<file path="src/rtl/sap_out_display.sv">
// Buffers bytes from the SAP CPU OUT port in a small FIFO and shows each one on a
// single 7-segment digit: high nibble, low nibble with the decimal point, then a blank gap.
module sap_out_display #(
    parameter int HOLD_CYCLES = 4,
    parameter int GAP_CYCLES  = 2,
    parameter int DEPTH       = 4,
    parameter int CNT_W       = 8
) (
    input  logic       clk,
    input  logic       rst,
    input  logic       out_valid,
    input  logic [7:0] out_data,
    output logic       full,
    output logic       overflow,
    output logic       busy,
    output logic [6:0] seg,
    output logic       dp
);

    localparam int PW = $clog2(DEPTH);

    typedef enum logic [1:0] {IDLE, HIGH, LOW, GAP} state_t;

    state_t           state, state_n;
    logic [7:0]       mem [DEPTH];
    logic [PW-1:0]    wr_ptr, rd_ptr;
    logic [PW:0]      count;
    logic [CNT_W-1:0] cnt, cnt_n;
    logic [7:0]       disp, disp_n;
    logic [6:0]       seg_n;
    logic             dp_n;
    logic             push, pop, empty;

    assign empty = (count == '0);
    assign full  = (count == (PW+1)'(DEPTH));
    // full is taken from the registered count, so a write while full is lost even if a pop happens on that edge
    assign push  = out_valid && !full;
    assign busy  = !empty || (state != IDLE);

    function automatic logic [6:0] hex7(input logic [3:0] n);
        case (n)
            4'h0: hex7 = 7'h3F;  4'h1: hex7 = 7'h06;  4'h2: hex7 = 7'h5B;  4'h3: hex7 = 7'h4F;
            4'h4: hex7 = 7'h66;  4'h5: hex7 = 7'h6D;  4'h6: hex7 = 7'h7D;  4'h7: hex7 = 7'h07;
            4'h8: hex7 = 7'h7F;  4'h9: hex7 = 7'h6F;  4'hA: hex7 = 7'h77;  4'hB: hex7 = 7'h7C;
            4'hC: hex7 = 7'h39;  4'hD: hex7 = 7'h5E;  4'hE: hex7 = 7'h79;  default: hex7 = 7'h71;
        endcase
    endfunction

    always_comb begin
        state_n = state;
        cnt_n   = cnt;
        disp_n  = disp;
        pop     = 1'b0;
        case (state)
            IDLE: begin
                if (!empty) begin
                    pop     = 1'b1;
                    disp_n  = mem[rd_ptr];
                    cnt_n   = CNT_W'(HOLD_CYCLES - 1);
                    state_n = HIGH;
                end
            end
            HIGH: begin
                if (cnt == '0) begin
                    cnt_n   = CNT_W'(HOLD_CYCLES - 1);
                    state_n = LOW;
                end else begin
                    cnt_n = cnt - 1'b1;
                end
            end
            LOW: begin
                if (cnt == '0) begin
                    cnt_n   = CNT_W'(GAP_CYCLES - 1);
                    state_n = GAP;
                end else begin
                    cnt_n = cnt - 1'b1;
                end
            end
            GAP: begin
                if (cnt != '0) begin
                    cnt_n = cnt - 1'b1;
                end else if (!empty) begin
                    pop     = 1'b1;
                    disp_n  = mem[rd_ptr];
                    cnt_n   = CNT_W'(HOLD_CYCLES - 1);
                    state_n = HIGH;
                end else begin
                    state_n = IDLE;
                end
            end
            default: state_n = IDLE;
        endcase

        // Segment outputs are computed from the next state so they register alongside it
        seg_n = '0;
        dp_n  = 1'b0;
        case (state_n)
            HIGH:    seg_n = hex7(disp_n[7:4]);
            LOW: begin
                seg_n = hex7(disp_n[3:0]);
                dp_n  = 1'b1;
            end
            default: seg_n = '0;
        endcase
    end

    always_ff @(posedge clk) begin
        if (push) mem[wr_ptr] <= out_data;
    end

    always_ff @(posedge clk) begin
        if (rst) begin
            state    <= IDLE;
            cnt      <= '0;
            disp     <= '0;
            count    <= '0;
            wr_ptr   <= '0;
            rd_ptr   <= '0;
            overflow <= 1'b0;
            seg      <= '0;
            dp       <= 1'b0;
        end else begin
            state <= state_n;
            cnt   <= cnt_n;
            disp  <= disp_n;
            seg   <= seg_n;
            dp    <= dp_n;
            if (push) wr_ptr <= wr_ptr + 1'b1;
            if (pop)  rd_ptr <= rd_ptr + 1'b1;
            case ({push, pop})
                2'b10:   count <= count + 1'b1;
                2'b01:   count <= count - 1'b1;
                default: count <= count;
            endcase
            if (out_valid && full) overflow <= 1'b1;
        end
    end

endmodule

</file>
<file path="config.mk">
export PLATFORM = sky130hd
export DESIGN_NAME = sap_out_display
export DESIGN_NICKNAME = d
export VERILOG_FILES = /design/src/rtl/sap_out_display.sv
export SDC_FILE = /design/constraint.sdc
export NUM_CORES = 1
export LEC_CHECK = 0
export CAP_MARGIN = 20
export CORE_MARGIN = 1
export CORE_UTILIZATION = 55
export DETAILED_ROUTE_END_ITERATION = 10
export DONT_BUFFER_PORTS = 1
export HOLD_SLACK_MARGIN = 0.15
export PLACE_DENSITY = 0.74
export SETUP_SLACK_MARGIN = 0.1
export SYNTH_ARGS = -nofsm -noshare
export SYNTH_HDL_FRONTEND = slang
export SYNTH_SLANG_ARGS = --single-unit
</file>
<file path="constraint.sdc">
create_clock -name clk -period 6.7 [get_ports clk]
set_input_delay 1.675 -clock clk [delete_from_list [all_inputs] [get_ports clk]]
set_output_delay 1.675 -clock clk [all_outputs]
set_load 0.01 [all_outputs]
</file>
==> impl_metrics.py <==
metrics = {
    "outcome": {
        "status": "completed",
    },
    "cts": {
        "clockRootBuffer": "clkbuf_8",
        "clk_path_buf_depth": 2,
        "cts-buffers-inserted": 9,
        "postCtsHoldBufs": 0,
        "cts_tree": "built",
        "h-tree-depth": 3,
        "worst_skew_pair.late_latency_ps": 350,
        "cts_resized": 0,
        "cts_setup_buffers": 0,
        "clk_pin_slew_ps": 80,
        "clock-sinks": 68,
    },
    "grt": {
        "globalRouteMet2Util_pct": 31.1,
        "grt_first_pass_wirelength_um": 9830,
        "grt_pass1_vias": 2077,
        "busiest_layer": "met2",
        "grt_overflow": 0,
        "grt_usage_pct": 20.4,
        "grt_max_degree": 31,
        "grt_util_met1_pct": 27.2,
        "grtUsageMet3_pct": 6.29,
        "antenna_found_initial": 0,
    },
    "yosys": {
        "synth.avg_cell_area_um2": 11.1,
        "yosysTopAreaCellShare_pct": 27.9,
        "synth_area_leaders": "edfxtp_1 (28%), dfxtp_1 (21%), ha_1 (8.7%)",
        "syn_inst": 311,
        "synth.cell_area_um2": 3440,
        "ys_top_cells_by_count": "nor2_1 (45), dfxtp_1 (36), edfxtp_1 (32)",
        "synthArstFlopShare_pct": 0,
        "seq_area_frac_synth_pct": 48.8,
        "synth_edf_count": 32,
        "synth_warnings": 0,
        "synthFlopType": "dfxtp_1",
        "synth_top_cell_by_area": "edfxtp_1",
        "synth.most_common_cell": "nor2_1",
        "synth-seq-cells": 68,
        "syn_nets": 347,
        "synth.distinct_cells": 56,
    },
    "sta": {
        "slew_viol_final": 0,
        "setup_viol": 0,
        "tns_ps": 0,
        "fin_crit_ps": 2980,
        "finalCritPeriodShare_pct": 44.5,
        "clock-skew-final_ps": 4.26,
        "clock.fmax_ghz": 0.335,
        "rsz0062_at_grt": "false",
        "worstMarginPinSlew_ps": 747,
        "finalHoldViolations": 0,
        "relSlewSlack_pct": 50.2,
    },
    "run": {
        "drv_cap": 0,
    },
    "placement": {
        "place_congestion": 0.774,
        "io_buffers": 0,
        "dp_cells": 375,
        "dp_hpwl_um": 4050,
    },
    "critical_path": {
        "cp_common_cell": "a21oi_1",
        "crit_slowest_cell": "o31ai_1",
        "critical_path_class": "flip-flop to flip-flop",
        "rr_startpoint": "cnt[2]",
        "critPathCaptureType": "flip-flop",
        "cpLargestDelayFamily": "simple AND/OR/NAND/NOR gates",
        "critPathMaxStageDelay_ps": 400,
        "path_buf_inv": 1,
        "cp.required_ps": 6950,
        "cp_max_fo": 7,
        "worst_ep_arrival_time_ps": 3240,
        "start_kind": "flip-flop",
        "startpoint": "cnt[2]",
        "crit_chain": "nor4_2 -> nand3_1 -> a21oi_1 -> a21oi_1 -> o31ai_1 -> inv_1 -> ha_1 -> nor2_1 -> nand2_1 -> o21bai_1 -> o21ai_0",
    },
    "route": {
        "drcViolationCount": 0,
        "antenna_left": 0,
        "first_pass_iters": 4,
        "drt-vias-per-instance": 5.77,
        "wl_per_cell_um": 15.2,
        "finalWirelength_um": 5940,
        "drt_iter0_drc": 133,
        "vias": 2257,
    },
    "finish": {
        "nNetsFinal": 347,
        "drive_above_1_share_pct": 12.3,
        "n_fill_cell": 480,
        "multiInputGateArea_um2": 1630,
        "seqCellArea_um2": 1680,
        "syn_to_final_growth_pct": 7.05,
        "layout.cells.non_filler": 391,
        "n_antenna_cell": 0,
    },
    "worst_hold_path": {
        "hold_class": "flip-flop to flip-flop",
        "min_from": "cnt[7]",
    },
    "die": {
        "core_um2": 5990,
        "die_h_um": 81.1,
        "io_pins": 22,
        "initial_core_util_pct": 57.5,
        "die_area_um2": 6580,
        "die_x_um": 81.1,
        "num_rows": 28,
    },
    "pwr": {
        "powerDensity_nw_per_um2": 524,
        "total_power_mw": 1.93,
        "peakVddDrop_mv": 0.297,
        "power_leakage_nw": 1.44,
    },
}
[kinds of logic after synthesis]
family | Yosys count | share of synthesized area [%]
and+or+nand+nor | 98 | 13.2
adders and majority gates | 25 | 9.30
DFF | 68 | 48.8
buffers and inverters | 31 | 3.81
AOI/OAI and AO/OA | 63 | 14.9
xor gates and xnor gates | 6 | 1.53
muxes | 20 | 8.43
[per-stage QoR]
stage          utilization, %  worst slack, ps  area, µm²  hold slack [ps]
6_report                 61.5             3720       3690              478
5_1_grt                  61.5             3450       3690              512
4_1_cts                  61.5             3720       3690              479
3_5_place_dp             58.1             3460       3480              468
3_3_place_gp             58.1             3530       3480              475
2_1_floorplan               -             3480       3440              450
[placed cells by master, fill, tap and decap left out, types with 8 or more instances in the layout]
cell type,netlist,layout
nand2_1,18,18
a21oi_1,17,17
clkbuf_8,0,9
edfxtp_1,32,32
nor2_1,45,45
inv_1,19,19
dfxtp_1,36,36
nor3_1,8,8
mux2i_1,11,11
ha_1,24,24
[cell type report]
class	instances	area share, %
Clock inverter	7	2.21
Tap cell	75	2.54
Sequential cell	68	45.6
Inverter	20	2.04
Multi-Input combinational cell	212	44.2
Clock buffer	9	3.36
[power by group]
part | internal, mW | switching [mW]
registers | 0.528 | 0.0743
logic | 0.387 | 0.591
clock network | 0.178 | 0.175
total | 1.09 | 0.840
[flip-flops by register name (all words and copies together) (netlist names), named ones only]
name	cells
cnt	8
count	3
disp	8
dp	1
mem	32
overflow	1
rd_ptr	2
seg	7
state	2
wr_ptr	2
[routing by layer]
metal	part of all wire, %	vias to the layer above
met5	0	-
met1	48	1064
li1	-	1130
met3	4.6	10
met2	45	53
met4	1.7	0
[worst paths after layout]
kind                  to  slack, ps  cells past startpoint
setup / recovery  seg[6]       3720                     11
hold reg to reg   cnt[7]        480                      1
hold / removal    cnt[7]        480                      1
setup reg to reg  seg[6]       3720                     11
No activity file was read; power rests on OpenSTA's default activity.
